### config.mk
export PLATFORM = sky130hd
export DESIGN_NAME = pwr_en_sequencer
export DESIGN_NICKNAME = d
export VERILOG_FILES = /design/src/rtl/pwr_est_pkg.sv /design/src/rtl/pwr_pattern_gen.sv /design/src/rtl/pwr_en_sequencer.sv
export SDC_FILE = /design/constraint.sdc
export NUM_CORES = 1
export LEC_CHECK = 0
export ABC_AREA = 1
export CAP_MARGIN = 5
export CORE_UTILIZATION = 40
export DETAILED_ROUTE_END_ITERATION = 10
export GPL_TIMING_DRIVEN = 0
export REMOVE_ABC_BUFFERS = 1
export SLEW_MARGIN = 0
export SYNTH_ARGS = -nofsm -noshare
export SYNTH_HDL_FRONTEND = slang
export SYNTH_SLANG_ARGS = --single-unit
### constraint.sdc
create_clock -name clk100m -period 5.2 [get_ports clk100m]
set_input_delay 0.78 -clock clk100m [delete_from_list [all_inputs] [get_ports clk100m]]
set_output_delay 0.78 -clock clk100m [all_outputs]
set_load 0.05 [all_outputs]
### src/rtl/pwr_est_pkg.sv
// Shared types for the power-estimation enable sequencer.
// Mode encodings, FSM states and default harness width.
package pwr_est_pkg;

    localparam int NUM_MODULES_DEF = 32;
    localparam int STEP_W          = 6;

    typedef enum logic [1:0] {
        MODE_RAMP      = 2'd0,
        MODE_WALK      = 2'd1,
        MODE_ALL       = 2'd2,
        MODE_RAMP_LOOP = 2'd3
    } mode_e;

    typedef enum logic [1:0] {
        ST_IDLE    = 2'd0,
        ST_SETTLE  = 2'd1,
        ST_MEASURE = 2'd2,
        ST_DONE    = 2'd3
    } state_e;

endpackage

### src/rtl/pwr_pattern_gen.sv
// Combinational enable pattern for a given mode and step index,
// plus a flag marking the final step of that mode's sequence.
module pwr_pattern_gen
    import pwr_est_pkg::*;
#(
    parameter int NUM_MODULES = NUM_MODULES_DEF
) (
    input  mode_e                   mode,
    input  logic [STEP_W-1:0]       step,
    output logic [NUM_MODULES-1:0]  pattern,
    output logic                    last_step
);

    always_comb begin
        pattern   = '0;
        last_step = 1'b0;
        unique case (mode)
            MODE_RAMP, MODE_RAMP_LOOP: begin
                for (int i = 0; i < NUM_MODULES; i++) begin
                    pattern[i] = (int'(step) > i);
                end
                last_step = (int'(step) >= NUM_MODULES);
            end
            MODE_WALK: begin
                // step 0 is the all-off baseline
                for (int i = 0; i < NUM_MODULES; i++) begin
                    pattern[i] = (int'(step) == i + 1);
                end
                last_step = (int'(step) >= NUM_MODULES);
            end
            MODE_ALL: begin
                pattern   = (step != '0) ? '1 : '0;
                last_step = (step != '0);
            end
        endcase
    end

endmodule

### src/rtl/pwr_en_sequencer.sv
// Steps the harness power-enable vector through scripted patterns,
// each held for a settle window followed by a measurement window.
module pwr_en_sequencer
    import pwr_est_pkg::*;
#(
    parameter int NUM_MODULES  = NUM_MODULES_DEF,
    parameter int GUARD_CYCLES = 10000000,
    parameter int CNT_W        = 32
) (
    input  logic                    clk100m,
    input  logic                    rstn,
    input  logic                    start,
    input  logic                    stop,
    input  logic [1:0]              mode,
    input  logic [CNT_W-1:0]        dwell_cycles,
    output logic [NUM_MODULES-1:0]  pwr_en_out,
    output logic [STEP_W-1:0]       step_idx,
    output logic                    step_strobe,
    output logic                    meas_valid,
    output logic                    busy,
    output logic                    done
);

    localparam int GL = (GUARD_CYCLES > 1) ? GUARD_CYCLES - 1 : 0;
    localparam logic [CNT_W-1:0] GUARD_LAST = CNT_W'(GL);

    state_e                  state_q, state_d;
    mode_e                   mode_q, mode_d;
    logic [CNT_W-1:0]        dwell_q, dwell_d;
    logic [CNT_W-1:0]        cnt_q, cnt_d;
    logic [STEP_W-1:0]       step_idx_q, step_idx_d;
    logic                    last_q, last_d;
    logic [NUM_MODULES-1:0]  pwr_en_q, pwr_en_d;
    logic                    strobe_q, strobe_d;
    logic                    meas_q, meas_d;
    logic                    busy_q, busy_d;
    logic                    done_q, done_d;

    logic [NUM_MODULES-1:0]  pattern;
    logic [CNT_W-1:0]        cnt_inc;
    logic [CNT_W-1:0]        dwell_last;

    // pattern and last flag are computed for the step being entered
    pwr_pattern_gen #(
        .NUM_MODULES (NUM_MODULES)
    ) u_pat (
        .mode      (mode_d),
        .step      (step_idx_d),
        .pattern   (pattern),
        .last_step (last_d)
    );

    assign cnt_inc    = (cnt_q == '1) ? cnt_q : cnt_q + 1'b1;
    assign dwell_last = (dwell_q == '0) ? '0 : dwell_q - 1'b1;

    always_comb begin
        state_d    = state_q;
        mode_d     = mode_q;
        dwell_d    = dwell_q;
        cnt_d      = cnt_q;
        step_idx_d = step_idx_q;
        strobe_d   = 1'b0;
        unique case (state_q)
            ST_IDLE: begin
                step_idx_d = '0;
                if (start && !stop) begin
                    state_d = ST_SETTLE;
                    mode_d  = mode_e'(mode);
                    dwell_d = dwell_cycles;
                    cnt_d   = '0;
                    strobe_d = 1'b1;
                end
            end
            ST_SETTLE: begin
                if (cnt_q >= GUARD_LAST) begin
                    state_d = ST_MEASURE;
                    cnt_d   = '0;
                end else begin
                    cnt_d = cnt_inc;
                end
            end
            ST_MEASURE: begin
                if (cnt_q >= dwell_last) begin
                    cnt_d = '0;
                    if (!last_q) begin
                        state_d    = ST_SETTLE;
                        step_idx_d = step_idx_q + 1'b1;
                        strobe_d   = 1'b1;
                    end else if (mode_q == MODE_RAMP_LOOP) begin
                        state_d    = ST_SETTLE;
                        step_idx_d = '0;
                        strobe_d   = 1'b1;
                    end else begin
                        state_d = ST_DONE;
                    end
                end else begin
                    cnt_d = cnt_inc;
                end
            end
            ST_DONE: begin
                state_d    = ST_IDLE;
                step_idx_d = '0;
            end
            default: state_d = ST_IDLE;
        endcase

        if (stop && state_q != ST_IDLE) begin
            state_d    = ST_IDLE;
            step_idx_d = '0;
            cnt_d      = '0;
            strobe_d   = 1'b0;
        end

        busy_d   = (state_d != ST_IDLE);
        meas_d   = (state_d == ST_MEASURE);
        done_d   = (state_d == ST_DONE);
        pwr_en_d = (state_d == ST_SETTLE || state_d == ST_MEASURE)
                 ? pattern : '0;
    end

    always_ff @(posedge clk100m) begin
        if (!rstn) begin
            state_q    <= ST_IDLE;
            mode_q     <= MODE_RAMP;
            dwell_q    <= '0;
            cnt_q      <= '0;
            step_idx_q <= '0;
            last_q     <= 1'b0;
            pwr_en_q   <= '0;
            strobe_q   <= 1'b0;
            meas_q     <= 1'b0;
            busy_q     <= 1'b0;
            done_q     <= 1'b0;
        end else begin
            state_q    <= state_d;
            mode_q     <= mode_d;
            dwell_q    <= dwell_d;
            cnt_q      <= cnt_d;
            step_idx_q <= step_idx_d;
            last_q     <= last_d;
            pwr_en_q   <= pwr_en_d;
            strobe_q   <= strobe_d;
            meas_q     <= meas_d;
            busy_q     <= busy_d;
            done_q     <= done_d;
        end
    end

    assign pwr_en_out  = pwr_en_q;
    assign step_idx    = step_idx_q;
    assign step_strobe = strobe_q;
    assign meas_valid  = meas_q;
    assign busy        = busy_q;
    assign done        = done_q;

endmodule

==> results of run 1 <==
## cells in the final DEF, fill, tap and decap left out, types with 4 or more instances in the layout
cell type	n
o21ai_1	4
nor2_4	8
nand3_2	4
o21ai_0	54
dfxtp_1	110
xor2_1	26
a21o_1	4
xnor2_1	8
nand2_1	249
clkinvlp_4	5
nand2_2	6
ha_1	42
nor2_1	139
nand4_1	36
nand3_1	102
buf_4	24
nor3_1	34
inv_1	125
nand2_4	8
nor4_1	8
clkdlybuf4s50_1	79
nor2_2	13
a31oi_1	7
a21oi_1	84
inv_2	11
or2_2	5
clkbuf_16	9
nor3_2	4
## power by group through the flow
stage / Clock, W / Combinational, W / Sequential [W]
finish: 0.000697 / 0.000868 / 0.000928
global route: 0.000742 / 0.000960 / 0.000935
CTS: 0.000715 / 0.000804 / 0.000927
detailed placement: 0 / 0.000788 / 0.000946
global placement: 0 / 0.000782 / 0.000947
floorplan: 0 / 0.000483 / 0.00101
## final timing paths
path | slack, ns | from | cells past startpoint | to
worst max register to register | 0.42 | dwell_q[2] | 35 | pwr_en_out[0]
worst min register to register | 0.50 | dwell_q[2] | 2 | dwell_q[2]
worst max-delay path | 0.42 | dwell_q[2] | 35 | pwr_en_out[0]
worst min-delay path | 0.50 | dwell_q[2] | 2 | dwell_q[2]
## through the flow
step | instances | total power (W) | setup slack, ns | hold WS, ns | util
after global routing | 1480 | 0.00264 | -0.0190 | 0.524 | 0.502
final | 1480 | 0.00249 | 0.424 | 0.503 | 0.502
after CTS | 1457 | 0.00245 | 0.0515 | 0.505 | 0.484
after global placement | 1434 | 0.00173 | -0.662 | 0.490 | 0.463
after detailed placement | 1436 | 0.00173 | -0.645 | 0.492 | 0.465
after floorplan | 1126 | 0.00150 | 0.578 | 0.457 | -
## state kept, by name (all words and copies together), names as in the netlist
name / flops
cnt_q: 32
dwell_q: 32
pwr_en_out: 32
step_idx: 6
mode_q: 2
state_q: 2
busy: 1
done: 1
last_q: 1
meas_valid: 1
step_strobe: 1
## layer usage
layer	vias to the layer above	wire length (um)
li1	3989	-
met1	3547	10200
met2	192	10100
met3	17	942
met4	0	175
met5	-	0
## cells by family (layout without fill, tap and decap cells)
kind of cell / Yosys count / after routing / share of synthesized area
AOI/OAI and AO/OA: 168 / 168 / 0.120
xor gates and xnor gates: 34 / 34 / 0.0394
adders and majority gates: 45 / 45 / 0.0744
buffers and inverters: 179 / 265 / 0.0938
DFF: 111 / 111 / 0.294
and+or+nand+nor: 627 / 628 / 0.379
## final cells by class
| cell class | instances | area, sq um |
|---|---|---|
| clock buffer | 9 | 225 |
| clock inverter | 7 | 65.1 |
| fill | 1919 | 9100 |
| inverter | 141 | 539 |
| multi-input combinational | 875 | 4790 |
| sequential | 111 | 2220 |
| tap | 229 | 287 |
| timing repair buffer | 107 | 1030 |
| timing repair inverter | 1 | 7.51 |
## timing repair
| item | CTS | global route |
|---|---|---|
| pin swaps | 2 | 20 |
| setup endpoints to repair | 32 | 59 |
| cloned | 0 | 2 |
| gates resized for setup | 7 | 36 |
| hold buffers | 0 | 0 |
| buffers inserted | 5 | 21 |
## tightest hold or removal path: stages, from the launching register on
cell	delay, ns
dfxtp_2	0.34
inv_1	0.06
a21oi_1	0.06
==> impl_summary.txt, run 1 <==
----------------------------------------------------
[Outcome]
  Status ... complete, no violations

[Global routing]
  Met2 Use GR ... 0.379
  Largest net degree at the start of global routing ... 53
  Antenna violations before repair ... 0
  Overflow left after global routing ... 0
  Vias in the first global route ... 7100
  GRT Overall Usage ... 0.223
  Global Route met1 Usage ... 0.296
  Global Route met3 Usage ... 0.0299
  First-pass GRT wire length ... 35100 um
  Most Crowded Layer GR ... met2

[Cells and area]
  Final Instance Area ... 9170 sq um
  Antenna fix cells ... 0
  Final layout net count ... 1329
  Proportion of layout cells with a drive suffix above 1 ... 0.0983
  Area growth, synth to finish ... 21.3%

[Synth]
  Post-synth ARST share ... 0
  Ys flop type ... dfxtp_1
  Synth top area cells ... dfxtp_1, nand2_1, ha_1, nor2_1, nand3_1
  Commonest cells in the synthesized netlist ... nand2_1, nor2_1, inv_1
  Number of distinct library cells after synthesis ... 47
  Yosys warns ... 0
  Most numerous cell in the Yosys netlist ... nand2_1
  Number of flops mapped to enable cells by yosys ... 0
  Sequential area share after synthesis ... 0.294
  Total standard cell area after synthesis ... 7560 sq um
  Mean cell area of the mapped netlist ... 6.50 sq um
  Proportion of netlist area held by the largest area contributor ... 0.294
  Seq cells post-synth ... 111
  Synthesized instance count ... 1164
  Cell type with the largest total area after synthesis ... dfxtp_1

[Route]
  Routed wire length ... 21400 um
  First DRT Iteration DRCs ... 512
  Routed wire per std cell ... 14.5 um
  Average via count per standard cell ... 5.23
  Number of iterations in the first detailed-routing pass ... 5
  Total number of vias ... 7745
  Final routed DRC violation total ... 0
  Count of nets left with antenna violations after detail routing ... 0

[Placement]
  Placement-stage cell area ... 8490 sq um
  Routability congestion estimate from global placement ... 0.889
  HPWL after detailed placement ... 15700 um
  Number of buffers inserted by port buffering ... 79

[Power]
  Leakage ... 3.88 nW
  Net Sw Frac ... 0.394
  Total internal power ... 0.00151 W
  Clk pwr share ... 0.280
  Switching power ... 0.000984 W
  Gate power share ... 0.348
  Portion of total power attributed to sequential cells ... 0.372
  Power density normalized to cell area ... 272 nW/um^2
  Maximum vdd ir drop ... 0.171 mV

[Critical path]
  Cell family with the largest share of critical-path delay ... simple AND/OR/NAND/NOR gates
  Element type at the critical path end ... flop
  Buffering stage count on the worst path with inverters included ... 9
  Required time of the worst setup path ... 5.46 ns
  Data arrival time of the critical path ... 5.04 ns
  CP max stage cell ... dfxtp_2
  Startpoint type of the worst setup path ... flop
  Crit Path Class ... reg2reg
  Crit-path max FO ... 9
  Delay of the slowest cell on the worst path ... 0.34 ns

[Floorplan]
  Boundary Pins ... 80
  Cell row count ... 49
  Initial cell density of the core ... 0.414
  Core outline area ... 18300 sq um
  Area of the die ... 19500 sq um
  Die boundary height ... 140 um
  Overall die width ... 140 um

[STA]
  Final clock period utilization by the worst path ... 0.918
  Count of final setup violators ... 0
  Hold violation total from the final report ... 0
  Slew of the pin with the lowest slew margin ... 1.29 ns
  Final setup TNS ... 0 ns
  Max Transition Viols Final ... 0
  Clock skew ... 0.0190 ns
  Fin crit period ... 4.78 ns
  Worst max-slew margin expressed relative to the limit ... 0.136
  F_max ... 209 MHz

[Clock network]
  Maximum root-to-sink buffer count ... 2
  CTS tree ... done
  Clock-pin slew on the worst setup and hold paths ... 0.08 ns
  CTS Root Buffer Type ... clkbuf_16
  CTS Buf Count ... 9
  Clock network latency to the later pin of the worst-skew pair ... 0.37 ns
  TritonCTS sink count ... 111
  H-Tree Depth ... 3

[Job]
  Max-cap violation count ... 0

[Hold path]
  Worst hold-check path type ... reg2reg

----------------------------------------------------
No activity file was read; power rests on OpenSTA's default activity.
==> run 2, diff against run 1 <==
GPL_ROUTABILITY_DRIVEN = 0   (was unset)
==> run 2 against run 1 <==
Via count decreased by 0.32%. Clock skew decreased by 0.0060 ns. Count of clock-buffer cells in the layout increased by 1. Core utilization decreased by 0.23 points. Maximum frequency decreased by 1.3%. Critical path type unchanged. Largest cell class unchanged.
==> impl_summary.txt, run 2 (synthesis gave the netlist of run 1 again) <==
----------------------------------------------------
[Critical path]
  Worst r2r path cells ... 35 (unchanged)
  Crit path depth ... 35 (unchanged)
  Crit Path Class ... reg2reg (unchanged)
  Cell seen most often among critical-path stages ... nand2_1
  Startpoint type of the worst setup path ... flop (unchanged)
  Crit Reg-Reg Endpoint ... pwr_en_out[5] (was pwr_en_out[0])
  Buffering stage count on the worst path with inverters included ... 5 (was 9)
  CP max stage cell ... dfxtp_1 (was dfxtp_2)
  Crit path capture ... pwr_en_out[5] (was pwr_en_out[0])
  Data arrival time of the critical path ... 5.11 ns (was 5.04 ns)
  Cell family with the largest share of critical-path delay ... simple AND/OR/NAND/NOR gates (unchanged)
  Launching point of the worst reg2reg path ... dwell_q[1] (was dwell_q[2])
  Crit. Startpoint ... dwell_q[1] (was dwell_q[2])
  Element type at the critical path end ... flop (unchanged)
  Delay of the slowest cell on the worst path ... 0.32 ns (was 0.34 ns)
  Crit-path max FO ... 12 (was 9)
  Required time of the worst setup path ... 5.47 ns (was 5.46 ns)
  FF-to-FF setup slack ... 0.36 ns (was 0.42 ns)

[STA]
  Hold WS ... 0.499 ns (was 0.503 ns)
  F_max ... 207 MHz (was 209 MHz)
  Max Transition Viols Final ... 0 (unchanged)
  Slew of the pin with the lowest slew margin ... 1.23 ns (was 1.29 ns)
  Fin crit period ... 4.84 ns (was 4.78 ns)
  Worst max-slew margin expressed relative to the limit ... 0.176 (was 0.136)
  Count of final setup violators ... 0 (unchanged)
  Clock skew ... 0.0130 ns (was 0.0190 ns)
  Final setup TNS ... 0 ns (unchanged)
  Final clock period utilization by the worst path ... 0.931 (was 0.918)
  Hold violation total from the final report ... 0 (unchanged)

[Global routing]
  GRT Overall Usage ... 0.220 (was 0.223)
  Overflow left after global routing ... 0 (unchanged)
  Vias in the first global route ... 6972 (was 7100)
  First-pass GRT wire length ... 34500 um (was 35100 um)
  Antenna violations before repair ... 0 (unchanged)
  Largest net degree at the start of global routing ... 52 (was 53)

[Power]
  Portion of total power attributed to sequential cells ... 0.373 (was 0.372)
  Clk pwr share ... 0.280 (about the same)
  Switching power ... 0.000972 W (was 0.000984 W)
  Total power after layout ... 0.00249 W (about the same)
  Gate power share ... 0.347 (was 0.348)
  Maximum vdd ir drop ... 0.176 mV (was 0.171 mV)
  Total internal power ... 0.00151 W (about the same)
  Net Sw Frac ... 0.391 (was 0.394)
  Leakage ... 3.86 nW (was 3.88 nW)
  Power density normalized to cell area ... 272 nW/um^2 (about the same)

[Route]
  Number of iterations in the first detailed-routing pass ... 5 (unchanged)
  Final routed DRC violation total ... 0 (unchanged)
  Routed wire per std cell ... 14.4 um (was 14.5 um)
  Count of nets left with antenna violations after detail routing ... 0 (unchanged)
  Routed wire length ... 21300 um (was 21400 um)
  Total number of vias ... 7720 (was 7745)
  First DRT Iteration DRCs ... 459 (was 512)
  Average via count per standard cell ... 5.23 (about the same)

[Floorplan]
  Boundary Pins ... 80 (unchanged)
  Core outline area ... 18300 sq um (unchanged)
  Area of the die ... 19500 sq um (unchanged)
  Overall die width ... 140 um (unchanged)
  Initial cell density of the core ... 0.414 (unchanged)
  Cell row count ... 49 (unchanged)
  Die boundary height ... 140 um (unchanged)

[Cells and area]
  Area growth, synth to finish ... 20.7% (was 21.3%)
  Antenna fix cells ... 0 (unchanged)
  Leading cell types in the layout, fill and taps excluded ... nand2_1, nor2_1, inv_1 (unchanged)
  Proportion of layout cells with a drive suffix above 1 ... 0.0929 (was 0.0983)
  Final layout net count ... 1326 (was 1329)
  Final Instance Area ... 9130 sq um (was 9170 sq um)
  Utilization after layout ... 0.500 (was 0.502)
  Fill cell instance count of the final layout ... 1902 (was 1919)
  Most common library cell in the layout ignoring fill and taps ... nand2_1 (unchanged)

[Clock network]
  Clock-pin slew on the worst setup and hold paths ... 0.08 ns (about the same)
  CTS tree ... done (unchanged)
  CTS Buf Count ... 9 (unchanged)
  TritonCTS sink count ... 111 (unchanged)
  Post-CTS Hold Fix Bufs ... 0 (unchanged)
  Clock network latency to the later pin of the worst-skew pair ... 0.37 ns (about the same)
  Maximum root-to-sink buffer count ... 2 (unchanged)
  H-Tree Depth ... 3 (unchanged)
  CTS Root Buffer Type ... clkbuf_16 (unchanged)

[Job]
  Max-cap violation count ... 0 (unchanged)

[Placement]
  Number of buffers inserted by port buffering ... 79 (unchanged)
  HPWL after detailed placement ... 15700 um (about the same)
  Placement-stage cell area ... 8490 sq um (unchanged)

[Hold path]
  Worst hold-check path type ... reg2reg (unchanged)

[Outcome]
  Status ... complete, no violations (unchanged)

----------------------------------------------------
run 2: changes by cell type in the layout (fill, tap and decap cells not counted), sizes merged:
cell and delta:
buf -4, clkbuf +2, clkinv -1, clkinvlp -1
inv +1
run 2: what timing repair did:
action,4_1_cts,5_1_grt
setup buffers,4,18
resized for setup,7,30
endpoints found under the setup margin,32,50
pin swaps,2,17
cloned,0,3
run 2: power by group through the flow:
| stage | combinational [W] | clock [W] | sequential [W] |
|---|---|---|---|
| 2_1_floorplan | 0.000483 | 0 | 0.00101 |
| 3_3_place_gp | 0.000776 | 0 | 0.000947 |
| 3_5_place_dp | 0.000784 | 0 | 0.000947 |
| 4_1_cts | 0.000797 | 0.000715 | 0.000927 |
| 5_1_grt | 0.000954 | 0.000753 | 0.000935 |
| 6_report | 0.000861 | 0.000696 | 0.000928 |
run 2: cell type report:
cell class / count / area (sq um) / share of cell area
flip-flops and latches: 111 / 2220 / 0.244
clock buffers: 10 / 229 / 0.0251
inverters: 141 / 537 / 0.0588
multi-input cells: 875 / 4770 / 0.522
clock inverters: 6 / 61.3 / 0.00672
repair buffers: 104 / 1020 / 0.111
well taps: 229 / 287 / 0.0314
repair inverters: 1 / 7.51 / 0.000822
run 2: metrics by stage:
step,std cells,setup WS [ns]
floorplan,1126,0.578
global placement,1434,-0.652
detailed placement,1436,-0.648
CTS,1456,0.0113
global route,1477,-0.0617
finish,1477,0.360
run 2: how the worst min path moves through the flow:
stage                start           to  slack [ns]  cells after the start
2_1_floorplan  dwell_q[11]  dwell_q[11]        0.46                      2
3_3_place_gp    dwell_q[6]   dwell_q[6]        0.49                      2
3_5_place_dp   dwell_q[11]  dwell_q[11]        0.49                      2
4_1_cts        dwell_q[11]  dwell_q[11]        0.50                      2
5_1_grt         dwell_q[2]   dwell_q[2]        0.52                      2
6_report        dwell_q[2]   dwell_q[2]        0.50                      2
run 2: worst min-delay path, delay by kind of cell (launching register included):
family	cells	cell delay, ns
compound gates	1	0.06
buf+inv	1	0.07
flops	1	0.34
run 2: per-layer routing:
| metal | share of wire | routed length, um | track usage |
|---|---|---|---|
| met5 | 0 | 0 | 0 |
| met4 | 0.011 | 237 | 0.0608 |
| met3 | 0.035 | 742 | 0.0306 |
| met2 | 0.47 | 10000 | 0.372 |
| met1 | 0.48 | 10200 | 0.291 |
